==> src/rtl/s3g_pkg.sv <==
// Shared constants for the S3G receive path: packet start byte, UART state
// encoding, default baud divider and a 3-input majority helper.
package s3g_pkg;

  localparam logic [7:0] S3G_START = 8'hD5;

  localparam logic [2:0] IDLE  = 3'd0;
  localparam logic [2:0] START = 3'd1;
  localparam logic [2:0] DATA  = 3'd2;
  localparam logic [2:0] STOP  = 3'd3;
  localparam logic [2:0] BREAK = 3'd4;

  // 50 MHz system clock, 115200 baud
  localparam int UART_BAUD_DIV = 434;

  typedef enum logic [2:0] {
    ST_IDLE  = IDLE,
    ST_START = START,
    ST_DATA  = DATA,
    ST_STOP  = STOP,
    ST_BREAK = BREAK
  } uart_state_t;

  function automatic logic maj3(input logic a, input logic b, input logic c);
    return (a & b) | (a & c) | (b & c);
  endfunction

endpackage

==> src/rtl/uart_rx_if.sv <==
// Serial line in, received byte stream and status out.
interface uart_rx_if;
  logic       rx_in;
  logic [7:0] rx_data;
  logic       rx_done;
  logic       frame_err;
  logic       busy;

  modport master (output rx_in, input rx_data, input rx_done, input frame_err, input busy);
  modport slave  (input rx_in, output rx_data, output rx_done, output frame_err, output busy);
endinterface

==> src/rtl/sync2.sv <==
// Two-flop synchronizer for asynchronous inputs; resets to 1 (idle level).
module sync2 (
  input  logic clk,
  input  logic rst,
  input  logic d,
  output logic q
);
  logic meta_reg;
  logic q_reg;

  always_ff @(posedge clk or negedge rst) begin
    if (!rst) begin
      meta_reg <= 1'b1;
      q_reg    <= 1'b1;
    end else begin
      meta_reg <= d;
      q_reg    <= meta_reg;
    end
  end

  assign q = q_reg;
endmodule

==> src/rtl/uart_rx.sv <==
// 8N1 UART receiver with 3-sample majority vote per bit, framing-error
// reporting and break handling. Feeds the S3G packet parser.
module uart_rx
  import s3g_pkg::*;
#(
  parameter int BAUD_DIV = UART_BAUD_DIV,
  parameter int CNT_W    = 16
) (
  input  logic     clk,
  input  logic     rst,
  uart_rx_if.slave bus
);
  localparam int HALF = BAUD_DIV / 2;
  localparam logic [CNT_W-1:0] CNT_WRAP = CNT_W'(BAUD_DIV - 1);
  localparam logic [CNT_W-1:0] CNT_HM1  = CNT_W'(HALF - 1);
  localparam logic [CNT_W-1:0] CNT_H    = CNT_W'(HALF);
  localparam logic [CNT_W-1:0] CNT_HP1  = CNT_W'(HALF + 1);

  logic             rxs;
  uart_state_t      state_reg, state_next;
  logic [CNT_W-1:0] cnt_reg, cnt_next;
  logic [2:0]       bitidx_reg, bitidx_next;
  logic [7:0]       shreg_reg, shreg_next;
  logic             samp_a_reg, samp_a_next;
  logic             samp_b_reg, samp_b_next;
  logic [7:0]       rx_data_reg, rx_data_next;
  logic             rx_done_reg, rx_done_next;
  logic             frame_err_reg, frame_err_next;
  logic             at_wrap, decide, vote;

  sync2 u_sync (.clk(clk), .rst(rst), .d(bus.rx_in), .q(rxs));

  assign at_wrap = (cnt_reg == CNT_WRAP);
  assign decide  = (cnt_reg == CNT_HP1);
  assign vote    = maj3(samp_a_reg, samp_b_reg, rxs);

  always_ff @(posedge clk or negedge rst) begin
    if (!rst) begin
      state_reg     <= ST_IDLE;
      cnt_reg       <= '0;
      bitidx_reg    <= '0;
      shreg_reg     <= '0;
      samp_a_reg    <= 1'b1;
      samp_b_reg    <= 1'b1;
      rx_data_reg   <= '0;
      rx_done_reg   <= 1'b0;
      frame_err_reg <= 1'b0;
    end else begin
      state_reg     <= state_next;
      cnt_reg       <= cnt_next;
      bitidx_reg    <= bitidx_next;
      shreg_reg     <= shreg_next;
      samp_a_reg    <= samp_a_next;
      samp_b_reg    <= samp_b_next;
      rx_data_reg   <= rx_data_next;
      rx_done_reg   <= rx_done_next;
      frame_err_reg <= frame_err_next;
    end
  end

  always_comb begin
    state_next     = state_reg;
    cnt_next       = cnt_reg;
    bitidx_next    = bitidx_reg;
    shreg_next     = shreg_reg;
    samp_a_next    = samp_a_reg;
    samp_b_next    = samp_b_reg;
    rx_data_next   = rx_data_reg;
    rx_done_next   = 1'b0;
    frame_err_next = 1'b0;

    // Bit-period counter and early samples run only while inside a frame
    if (state_reg == ST_START || state_reg == ST_DATA || state_reg == ST_STOP) begin
      cnt_next = at_wrap ? '0 : cnt_reg + 1'b1;
      if (cnt_reg == CNT_HM1) samp_a_next = rxs;
      if (cnt_reg == CNT_H)   samp_b_next = rxs;
    end

    case (state_reg)
      ST_IDLE: begin
        cnt_next = '0;
        if (!rxs) state_next = ST_START;
      end
      ST_START: begin
        if (decide && vote) begin
          state_next = ST_IDLE;
          cnt_next   = '0;
        end else if (at_wrap) begin
          state_next  = ST_DATA;
          bitidx_next = '0;
        end
      end
      ST_DATA: begin
        if (decide) shreg_next = {vote, shreg_reg[7:1]};
        if (at_wrap) begin
          if (bitidx_reg == 3'd7) state_next = ST_STOP;
          else                    bitidx_next = bitidx_reg + 3'd1;
        end
      end
      ST_STOP: begin
        // Leave mid stop bit so an immediately following start bit is caught
        if (decide) begin
          cnt_next = '0;
          if (vote) begin
            rx_data_next = shreg_reg;
            rx_done_next = 1'b1;
            state_next   = ST_IDLE;
          end else begin
            frame_err_next = 1'b1;
            state_next     = ST_BREAK;
          end
        end
      end
      ST_BREAK: begin
        cnt_next = '0;
        if (rxs) state_next = ST_IDLE;
      end
      default: state_next = ST_IDLE;
    endcase
  end

  assign bus.rx_data   = rx_data_reg;
  assign bus.rx_done   = rx_done_reg;
  assign bus.frame_err = frame_err_reg;
  assign bus.busy      = (state_reg != ST_IDLE);
endmodule

==> src/flat_wrapper.sv <==
// flat-port wrapper written by rule: the top's interface ports become plain ports
module uart_rx_flat import s3g_pkg::*;
#(
  parameter int BAUD_DIV = UART_BAUD_DIV,
  parameter int CNT_W    = 16
)
  (clk, rst, bus_rx_in, bus_rx_data, bus_rx_done, bus_frame_err, bus_busy);
  uart_rx_if bus_i ();
  input  logic clk;
  input  logic rst;
  input wire logic [$bits(bus_i.rx_in)-1:0] bus_rx_in;
  output wire logic [$bits(bus_i.rx_data)-1:0] bus_rx_data;
  output wire logic [$bits(bus_i.rx_done)-1:0] bus_rx_done;
  output wire logic [$bits(bus_i.frame_err)-1:0] bus_frame_err;
  output wire logic [$bits(bus_i.busy)-1:0] bus_busy;
  assign bus_i.rx_in = bus_rx_in;
  assign bus_rx_data = bus_i.rx_data;
  assign bus_rx_done = bus_i.rx_done;
  assign bus_frame_err = bus_i.frame_err;
  assign bus_busy = bus_i.busy;
  uart_rx #(.BAUD_DIV(BAUD_DIV), .CNT_W(CNT_W)) u_core (.clk(clk), .rst(rst), .bus(bus_i));
endmodule
==> config.mk <==
export PLATFORM = sky130hd
export DESIGN_NAME = uart_rx_flat
export DESIGN_NICKNAME = d
export VERILOG_FILES = /design/src/rtl/s3g_pkg.sv /design/src/rtl/uart_rx_if.sv /design/src/rtl/sync2.sv /design/src/rtl/uart_rx.sv /design/src/flat_wrapper.sv
export SDC_FILE = /design/constraint.sdc
export NUM_CORES = 1
export LEC_CHECK = 0
export BUFFER_PORTS_ARGS = -buffer_cell sky130_fd_sc_hd__buf_4
export CAP_MARGIN = 20
export CORE_MARGIN = 5
export CORE_UTILIZATION = 45
export DETAILED_ROUTE_END_ITERATION = 10
export SYNTH_ARGS = -nofsm -noshare
export SYNTH_HDL_FRONTEND = slang
export SYNTH_HIERARCHICAL = 1
export SYNTH_SLANG_ARGS = --single-unit
==> constraint.sdc <==
create_clock -name clk -period 3.8 [get_ports clk]
set_input_delay 0.38 -clock clk [delete_from_list [all_inputs] [get_ports clk]]
set_output_delay 0.38 -clock clk [all_outputs]
set_load 0.05 [all_outputs]
# Yosys cells after proc, flatten, opt, wreduce, memory -nomap -nowiden
# Index checks and enable logic that the tools add are counted.
# totals
mem_count,0
out_inout_bits,11
ramBits,0
romBits,0
latch_bits,0
elab_cells,74
register_bits,44
# classes
bitwise_logic,5
eq_ne,18
addsub,2
muxes,25
multipliers,0
n_lt_le_gt_ge,0
reduce_logical,13
div,0
shifts,0
# ops
cell,count
16-bit 2-to-1 mux,4
16-bit by 8-bit equality test with 1-bit output (second input constant),3
16-bit one-hot mux with 3 select lines,1
3-bit 2-to-1 mux,12
16-bit by 1-bit adder with 16-bit output (second input constant),1
16-bit by 9-bit equality test with 1-bit output (second input constant),1
3-bit one-hot mux with 5 select lines,1
2-bit inequality test (second input constant),5
3-bit by 2-bit equality test with 1-bit output (second input constant),2
3-bit equality test (second input constant),2
1-bit 2-to-1 mux,6
2-bit by 1-bit inequality test with 1-bit output (second input constant),3
3-bit one-hot mux with 2 select lines,1
2-bit AND reduction,3
6-bit AND reduction,1
5-bit AND reduction,1
3-bit by 1-bit adder with 3-bit output (second input constant),1
1-bit AND,3
3-bit by 1-bit equality test with 1-bit output (second input constant),1
3-bit logical NOT,1
3-bit by 2-bit inequality test with 1-bit output (second input constant),1
3-bit AND reduction,1
3-bit nonzero test,1
1-bit logical OR,2
4 further kinds,5

# Depth between registers and ports, before layout
# Gate-level depths: netlist (run 1).
# depth
depth_word,6
mapped_depth,8

# Cells and area by module
# The synthesis (run 1) kept the hierarchy.
# modules_own_cells
mod,seq_area_each_um2,instances,cells_per_inst,area_per_inst_um2
uart_rx,1053.5,1,188,2093.3
sync2,52.6,1,2,52.6

# Worst setup path before layout (run 1)
# OpenSTA, ideal clock, no wires.
# synth_path
path_kind,register to register
start,register u_core.cnt_reg[12]
end,register u_core.rx_data_reg[0] (netlist: u_core/bus.rx_data[0])
n_path_buf,1
arrival_ps,2277
slack_ps,1398
required_ps,3675
stages_incl_launch_ff,6
synth_period_minus_slack_ps,2402
setup_time_ps,125
cell_sequence,dfrtp_1 -> or4_4 -> or4_4 -> or3_1 -> buf_6 -> mux2_4
# synth_via
elab_chain_len,2
# synth_lines
element,line_no,text
"start, declared",uart_rx.sv:21,"logic [CNT_W-1:0] cnt_reg, cnt_next;"
"start signal, assigned",uart_rx.sv:50,cnt_reg <= cnt_next;
16-bit by 8-bit equality test with 1-bit output,uart_rx.sv:34,assign decide = (cnt_reg == CNT_HP1);
3-bit AND reduction (no line),n/a,
"end signal, assigned",uart_rx.sv:55,rx_data_reg <= rx_data_next;
"end, declared",uart_rx.sv:26,"logic [7:0] rx_data_reg, rx_data_next;"
# No other way between the ends.
# A chain may end at the register's enable or synchronous reset.

# Worst setup path after layout (run 1)
# layout_path
start,register u_core.cnt_reg[12]
end,register u_core.cnt_reg[11]
# layout_via
elab_chain_len,5
word_cells_on_any_way,8
classes_between,eq/ne (2); mux (5); reduce/logical (1)
# layout_lines
element,line_no,text
16-bit by 9-bit equality test with 1-bit output,uart_rx.sv:33,assign at_wrap = (cnt_reg == CNT_WRAP);
16-bit 2-to-1 mux,uart_rx.sv:74,cnt_next = at_wrap ? '0 : cnt_reg + 1'b1;
16-bit 2-to-1 mux,uart_rx.sv:73,if (state_reg == ST_START || state_reg == ST_DATA || state_reg == ST_STOP) begin
16-bit 2-to-1 mux (on tied branches),"uart_rx.sv:102, uart_rx.sv:85",
16-bit one-hot mux with 3 select lines *,uart_rx.sv:79,case (state_reg)
net u_core.cnt_next[11],uart_rx.sv:21,
# Mark *: on every way through the listed nets, which the timed path passes. The rest lies on a longest branch.

==> results of run 1 <==
-- kinds of logic (layout without fill, tap and decap cells) --
family,Yosys count,count (layout),share of synthesized area (%)
adders and majority gates,7,7,3.96
DFF,44,44,51.5
AOI/OAI and AO/OA,9,9,2.86
muxes,22,22,12.9
xor gates and xnor gates,14,14,5.71
buffers and inverters,12,27,2.62
and+or+nand+nor,82,82,20.4
-- critical path: stages, from the launching register on --
cell and delay (ns):
dfrtp_1 0.42, or4_4 0.58, or4_4 0.56, o31ai_1 0.35, nand2b_1 0.51, nor2_1 0.12
-- stage by stage --
stage	utilization (%)	hold slack (ns)	std cells	area [um2]	worst slack, ns
after floorplan	-	0.0844	190	2150	1.40
after global routing	51.4	0.106	259	2400	0.996
final	51.4	0.0659	259	2400	1.13
after global placement	48.9	0.349	251	2280	1.20
after CTS	51.4	0.0815	259	2400	1.13
after detailed placement	48.9	0.355	251	2280	1.15
-- routing by layer --
layer	global-route usage [%]	routed length, um	vias to the layer above
met3	3.97	186	6
met4	5.84	44	0
met1	17.5	1780	690
met2	22.7	1960	41
met5	0	0	-
li1	-	-	684
-- synthesized netlist by cell type (2+ instances only) --
master	number
dfrtp_1	40
nor2_1	30
mux2_2	13
nand2_1	13
mux2_4	8
xnor2_1	7
xor2_1	7
ha_1	6
inv_1	5
clkbuf_1	4
dfstp_2	4
nand2b_1	4
nor3_1	4
nor4_1	4
or3_1	4
a21oi_1	3
nand3_1	3
nand4_1	3
nand4b_1	3
or4_4	3
and3_1	2
nor3b_1	2
-- worst paths after layout --
check / to / slack (ns) / cells past startpoint
hold / removal: u_core/cnt_reg[0]$_DFF_PN0_ / 0.07 / 1
setup reg to reg: u_core/cnt_reg[11]$_DFF_PN0_ / 1.13 / 5
setup / recovery: u_core/cnt_reg[11]$_DFF_PN0_ / 1.13 / 5
min in group clk: u_core/u_sync/meta_reg$_DFF_PN1_ / 0.18 / 1
hold reg to reg: u_core/u_sync/q$_DFF_PN1_ / 0.36 / 0
max in group asynchronous: u_core/u_sync/meta_reg$_DFF_PN1_ / 3.36 / 1
-- cell type report --
type / instances / area (um2)
tap: 54 / 67.6
clock inverter: 3 / 46.3
sequential: 44 / 1110
multi-input combinational: 134 / 983
clock buffer: 5 / 68.8
fill: 410 / 2260
inverter: 5 / 18.8
timing repair buffer: 14 / 105
-- where the power goes --
part,internal [mW],total (mW),switching [mW],leakage (nW)
sequential,0.470,0.471,0.000954,0.586
combinational,0.00161,0.0108,0.00915,0.486
clock,0.198,0.360,0.162,0.0548
==> reports/metrics.yaml, run 1 <==
fin_crit_ns: 2.67
synth_area_leaders: "dfrtp_1 (47%), mux2_2 (6.8%), mux2_4 (5.6%)"
power_mw: 0.842
finalSetupViolCount: 0
ctsHoldBuffers: 0
cp_max_fo: 14
yosysSeqAreaShare_pct: 51.5
ys.flop_type: "dfrtp_1"
synth-edff-count: 0
synthCells: 190
place_congestion: 0.858
drive_above_1_share_pct: 26.3
drc_errors: 0
gr-usage-all-layers_pct: 14.0
die-area_um2: 6250
hp-class: "in -> async"
r2r-start: "u_core/cnt_reg[12]$_DFF_PN0_"
final_cell_mix: "dfrtp_1 (40), nor2_1 (30), buf_4 (14)"
slew-limit-headroom_pct: 33.8
p_leak_nw: 1.13
final_common_cell: "dfrtp_1"
netlist_area_um2: 2150
cts_max_level: 2
period_share_pct: 70.3
skew_ns: 0.00883
drt-total-wl_um: 3970
synth_top_area_share_pct: 46.6
cts_resized: 0
nets: 213
arrival_ns: 2.83
cp-startpoint: "u_core/cnt_reg[12]$_DFF_PN0_"
criticalPathCategory: "reg -> reg"
cts.sinks: 44
powerDensity_nw_per_um2: 351
hold_viol: 0
ys_warn_count: 6
place_hpwl_um: 2780
antenna_cells: 0
grt_pass1_wl_um: 6890
fmax_mhz: 374
cts_buffers: 5
coreArea_um2: 4660
num_rows: 25
start_util_pct: 46.0
antenna_found_initial: 0
grt_setup_unrepaired: "no"
synthesis.nets: 199
final-max-slew-violation-count: 0
syn_avg_cell_area_um2: 11.3
clk_pin_slew_ns: 0.09
start_kind: "register"
synth_top_area_cell: "dfrtp_1"
drt-initial-drc-count: 81
end_kind: "register"
syn_to_final_growth_pct: 11.7
tightest_slew_ns: 0.985
setup_tns_ns: 0
peakVddDrop_v: 0.000161
wl_per_cell_um: 15.3
async_flop_share_pct: 100
drt_first_pass_iters: 4
post-cts-setup-buffer-count: 0
cts_tree: "yes"
grt_max_degree: 45
die_w_um: 79.1
max_cap_viol_count: 0
grt.overflow.total: 0
largest_register_ff_count: 16
portBuffers: 13
clk_latency_ns: 0.29
boundaryPins: 14
worst_ep_required_time_ns: 3.96
grt_pass1_vias: 1480
vias: 1421
die_y_um: 79.1
drt.antenna.violating_nets: 0
ys_types: 40
root_buffer: "clkbuf_8"
ys_ff_latch: 44
via_per_inst: 5.49
ctsLongestPathBuffers: 2
outcome: "finished, final reports clean"
No activity file was read; power rests on OpenSTA's default activity.
==> inputs of run 2 (changes only) <==
==> constraint.sdc (replaced) <==
create_clock -name clk -period 2.7 [get_ports clk]
set_input_delay 0.27 -clock clk [delete_from_list [all_inputs] [get_ports clk]]
set_output_delay 0.27 -clock clk [all_outputs]
set_load 0.05 [all_outputs]
==> reports/metrics.yaml, run 2 (synthesized netlist as in run 1, its figures left out) <==
outcome: "finished, final reports clean"
antenna_found_initial: 0  # unchanged
setup_tns_ns: 0  # unchanged
start_util_pct: 46.0  # unchanged
via_per_inst: 5.52  # +0.62%
p_leak_nw: 1.17  # +3.9%
vias: 1474  # +3.7%
fillCellCount: 414  # +0.98%
clock_power_share_pct: 43.1  # +0.3 points
intPower_mw: 0.943  # +41%
clk_latency_ns: 0.30  # about the same
grt_pass1_wl_um: 7290  # +5.8%
clk_pin_slew_ns: 0.09  # about the same
drive_above_1_share_pct: 28.6  # +2.3 points
combPwrFrac_pct: 1.4  # about the same
met3WireLength_um: 176  # -5.4%
peakVddDrop_v: 0.000174  # +7.8%
whs_path_depth: 1
drt-initial-drc-count: 90  # +11%
swShare_pct: 20.9  # +0.41 points
cts_max_level: 2  # unchanged
cp_max_fo: 8  # -6
r2r_slack_ns: 0.09  # -1.04 ns
power_mw: 1.19  # +42%
cts_tree: "yes"
drt_first_pass_iters: 4  # unchanged
wl_per_cell_um: 15.5  # +1.4%
hold_viol: 0  # unchanged
max_cap_viol_count: 0  # unchanged
drc_errors: 0  # unchanged
wl_met2_um: 2140  # +9.4%
arrival_ns: 2.80  # -0.03 ns
cts_resized: 0  # unchanged
boundaryPins: 14  # unchanged
root_buffer: "clkbuf_8"
slew-limit-headroom_pct: 53.2  # +19 points
gr-usage-all-layers_pct: 14.9  # +0.84 points
post-cts-setup-buffer-count: 0  # unchanged
ctsHoldBuffers: 1  # +1
end_kind: "register"
ctsLongestPathBuffers: 2  # unchanged
worst_ep_required_time_ns: 2.89  # -1.07 ns
period_share_pct: 96.8  # +26 points
grt_pass1_vias: 1534  # +3.6%
nets: 221  # +3.8%
top_layer: "met4"
criticalPathCategory: "reg -> reg"
drt.antenna.violating_nets: 0  # unchanged
r2r-start: "u_core/cnt_reg[12]$_DFF_PN0_"
fmax_mhz: 383  # +2.3%
syn_to_final_growth_pct: 15.2
p_switching_mw: 0.249  # +44%
place_hpwl_um: 3010  # +8.0%
hp-class: "in -> reg"
die_y_um: 79.1  # unchanged
finalSetupViolCount: 0  # unchanged
skew_ns: 0.00612  # -0.00270 ns
worstHoldStart: "bus_rx_in"
wl_met1_um: 1780  # about the same
grt.overflow.total: 0  # unchanged
start_kind: "register"
portBuffers: 13  # unchanged
place_congestion: 0.858  # about the same
placed_cells: 258  # +2.8%
stdcell_count: 267  # +3.1%
die_w_um: 79.1  # unchanged
p_seq_share_pct: 55.6  # -0.3 points
antenna_cells: 0  # unchanged
final_cell_mix: "dfrtp_1 (40), nor2_1 (30), buf_4 (20)"
holdPathEnd: "u_core/u_sync/meta_reg$_DFF_PN1_"
timing.hold.ws_ns: 0.0804  # +0.0145 ns
final_common_cell: "dfrtp_1"
tightest_slew_ns: 0.693  # -0.292 ns
drt-total-wl_um: 4150  # +4.5%
cts.sinks: 44  # unchanged
reg2reg_depth: 4  # -1
grt_setup_unrepaired: "no"
num_rows: 25  # unchanged
r2r_end: "u_core/bus.rx_data[2]$_DFFE_PN0P_"
coreArea_um2: 4660  # unchanged
cts_buffers: 5  # unchanged
final-max-slew-violation-count: 0  # unchanged
grt_max_degree: 45  # unchanged
fin_crit_ns: 2.61  # -0.0590 ns
largest_register_ff_count: 16  # unchanged
powerDensity_nw_per_um2: 483  # +37%
die-area_um2: 6250  # unchanged
[run 2: cell count changes in the layout (fill, tap and decap cells not counted)]
cell,previous run,this run
buf_4,14,20
buf_12,0,1
dlygate4sd3_1,0,1
[run 2: power by group through the flow]
stage | logic, mW | registers, mW | clock network (mW)
finish | 0.0164 | 0.663 | 0.513
global route | 0.0202 | 0.663 | 0.567
CTS | 0.0177 | 0.663 | 0.528
detailed placement | 0.0166 | 0.676 | 0
global placement | 0.0158 | 0.676 | 0
floorplan | 0.000872 | 0.675 | 0
[run 2: stage by stage]
stage / setup slack (ns) / util, % / instance area, um2
after floorplan: 0.298 / - / 2150
after global placement: 0.141 / 50.3 / 2350
after detailed placement: 0.0986 / 50.3 / 2350
after CTS: 0.0870 / 53.0 / 2470
after global routing: 0.0346 / 53.0 / 2470
final: 0.0871 / 53.0 / 2470
[run 2: cell type report]
cell class | count | area [um2] | area share, %
Multi-Input combinational cell | 134 | 983 | 39.8
Inverter | 5 | 18.8 | 0.759
Tap cell | 54 | 67.6 | 2.73
Sequential cell | 44 | 1110 | 44.8
Timing Repair Buffer | 22 | 180 | 7.29
Clock inverter | 3 | 46.3 | 1.87
Clock buffer | 5 | 68.8 | 2.78
[run 2: per-layer routing]
| layer | vias to the layer above | GRT usage [%] |
|---|---|---|
| li1 | 702 | - |
| met5 | - | 0 |
| met1 | 725 | 17.7 |
| met2 | 41 | 25.7 |
| met3 | 6 | 3.85 |
| met4 | 0 | 5.67 |
[run 2: worst max-delay path by stage]
| stage | startpoint | endpoint |
|---|---|---|
| 5_1_grt | u_core/cnt_reg[12]$_DFF_PN0_ | u_core/bus.rx_data[5]$_DFFE_PN0P_ |
| 2_1_floorplan | u_core/cnt_reg[12]$_DFF_PN0_ | u_core/bus.rx_data[0]$_DFFE_PN0P_ |
| 6_report | u_core/cnt_reg[12]$_DFF_PN0_ | u_core/bus.rx_data[2]$_DFFE_PN0P_ |
| 3_3_place_gp | u_core/cnt_reg[12]$_DFF_PN0_ | u_core/bus.rx_data[0]$_DFFE_PN0P_ |
| 3_5_place_dp | u_core/cnt_reg[12]$_DFF_PN0_ | u_core/bus.rx_data[2]$_DFFE_PN0P_ |
| 4_1_cts | u_core/cnt_reg[12]$_DFF_PN0_ | u_core/bus.rx_data[2]$_DFFE_PN0P_ |
[run 2: critical path: stages (launching register included)]
cell and delay [ns]:
dfrtp_1 0.41, or4_4 0.57, or4_4 0.57, or3_1 0.58, mux2_4 0.37
==> inputs of run 3 (changes only) <==
--- a/config.mk
+++ b/config.mk
@@ -10,6 +10,7 @@
 export CORE_MARGIN = 5
 export CORE_UTILIZATION = 45
 export DETAILED_ROUTE_END_ITERATION = 10
+export RECOVER_POWER = 50
 export SYNTH_ARGS = -nofsm -noshare
 export SYNTH_HDL_FRONTEND = slang
 export SYNTH_HIERARCHICAL = 1
==> reports/metrics.yaml, run 3 (synthesized netlist as in run 1, its figures left out) <==
gr-usage-all-layers_pct: 14.9  # unchanged
die_y_um: 79.1  # unchanged
via_per_inst: 5.52  # about the same
powerDensity_nw_per_um2: 485  # +0.50%
final-max-slew-violation-count: 0  # unchanged
holdPathEnd: "u_core/u_sync/meta_reg$_DFF_PN1_"
fmax_mhz: 383  # about the same
setup_tns_ns: 0  # unchanged
fillCellCount: 419  # +1.2%
dpl_cell_area_um2: 2350  # unchanged
seq_area_um2: 1110  # unchanged
arrival_ns: 2.80  # about the same
grt_setup_unrepaired: "no"
grt.overflow.total: 0  # unchanged
r2r-start: "u_core/cnt_reg[12]$_DFF_PN0_"
syn_to_final_growth_pct: 14.5
ctsLongestPathBuffers: 2  # unchanged
vias: 1475  # +0.068%
skew_ns: 0.00612  # unchanged
r2r_end: "u_core/bus.rx_data[2]$_DFFE_PN0P_"
post-cts-setup-buffer-count: 0  # unchanged
fin_util_pct: 52.7  # -0.30 points
drt-initial-drc-count: 91  # +1.1%
multi_input_area_um2: 983  # unchanged
wl_per_cell_um: 15.5  # unchanged
clk_latency_ns: 0.30  # about the same
whs_path_depth: 1  # unchanged
slew-limit-headroom_pct: 28.3  # -25 points
period_share_pct: 96.8  # about the same
cts_buffers: 5  # unchanged
clk_pin_slew_ns: 0.09  # about the same
cts_tree: "yes"
root_buffer: "clkbuf_8"
grt_max_degree: 45  # unchanged
timing.hold.ws_ns: 0.0815  # +0.00109 ns
cts.sinks: 44  # unchanged
fin_area_um2: 2460  # -0.56%
cp_max_fo: 8  # unchanged
drt-total-wl_um: 4150  # unchanged
end_kind: "register"
fin_crit_ns: 2.61  # -0.0000704 ns
boundaryPins: 14  # unchanged
grt_pass1_vias: 1534  # unchanged
stdcell_count: 267  # unchanged
drt.antenna.violating_nets: 0  # unchanged
start_kind: "register"
drt_first_pass_iters: 4  # unchanged
hold_viol: 0  # unchanged
hp-class: "in -> reg"
grt_pass1_wl_um: 7290  # unchanged
reg2reg_depth: 4  # unchanged
coreArea_um2: 4660  # unchanged
place_congestion: 0.858  # unchanged
finalSetupViolCount: 0  # unchanged
place_hpwl_um: 3010  # unchanged
peakVddDrop_v: 0.000174  # about the same
antenna_cells: 0  # unchanged
place_ws_ns: 0.0986  # unchanged
largest_register_ff_count: 16  # unchanged
worstHoldStart: "bus_rx_in"
criticalPathCategory: "reg -> reg"
cts_max_level: 2  # unchanged
num_rows: 25  # unchanged
tightest_slew_ns: 1.08  # +0.383 ns
max_cap_viol_count: 0  # unchanged
drive_above_1_share_pct: 27.2  # -1.4 points
drc_errors: 0  # unchanged
final_cell_mix: "dfrtp_1 (40), nor2_1 (30), buf_4 (15)"
timing.final.ws_setup_ns: 0.0872  # +0.0000704 ns
start_util_pct: 46.0  # unchanged
r2r_slack_ns: 0.09  # about the same
antenna_found_initial: 0  # unchanged
die-area_um2: 6250  # unchanged
p_leak_nw: 1.16  # -1.2%
final_common_cell: "dfrtp_1"
power_mw: 1.19  # about the same
portBuffers: 13  # unchanged
worst_ep_required_time_ns: 2.89  # about the same
outcome: "finished, final reports clean"
die_w_um: 79.1  # unchanged
placed_cells: 258  # unchanged
nets: 221  # unchanged
run 3: report_power, final:
part	internal, mW	switching [mW]	leakage, nW
sequential	0.661	0.00138	0.586
combinational	0.00264	0.0132	0.516
clock	0.279	0.234	0.0548
run 3: worst max-delay path by stage:
stage	startpoint	to	slack [ns]	cells after the start
floorplan	u_core/cnt_reg[12]$_DFF_PN0_	u_core/bus.rx_data[0]$_DFFE_PN0P_	0.30	5
global placement	u_core/cnt_reg[12]$_DFF_PN0_	u_core/bus.rx_data[0]$_DFFE_PN0P_	0.14	4
detailed placement	u_core/cnt_reg[12]$_DFF_PN0_	u_core/bus.rx_data[2]$_DFFE_PN0P_	0.1	4
CTS	u_core/cnt_reg[12]$_DFF_PN0_	u_core/bus.rx_data[2]$_DFFE_PN0P_	0.09	4
global route	u_core/cnt_reg[12]$_DFF_PN0_	u_core/bus.rx_data[5]$_DFFE_PN0P_	0.03	4
finish	u_core/cnt_reg[12]$_DFF_PN0_	u_core/bus.rx_data[2]$_DFFE_PN0P_	0.09	4
run 3: per-layer routing:
layer,share of wire [%],GRT usage (%),up-vias
met3,4.2,3.85,6
met4,1.1,5.67,0
met2,52,25.7,41
met5,0,0,-
met1,43,17.7,726
li1,-,-,702
run 3: layout make-up:
cell class,instances,share of cell area [%]
tap,54,2.75
clock inverter,3,1.88
clock buffer,5,2.80
inverter,5,0.764
timing repair buffer,22,6.77
sequential,44,45.0
multi-input combinational,134,40.0
run 3: critical path, stage by stage (launching register included):
cell and delay (ns):
dfrtp_1 0.41, or4_4 0.57, or4_4 0.57, or3_1 0.58, mux2_4 0.37
run 3: repair_timing:
action                                 4_1_cts  5_1_grt
hold buffers                                 1        0
gates resized for setup                      0        0
endpoints found under the hold margin       40        0
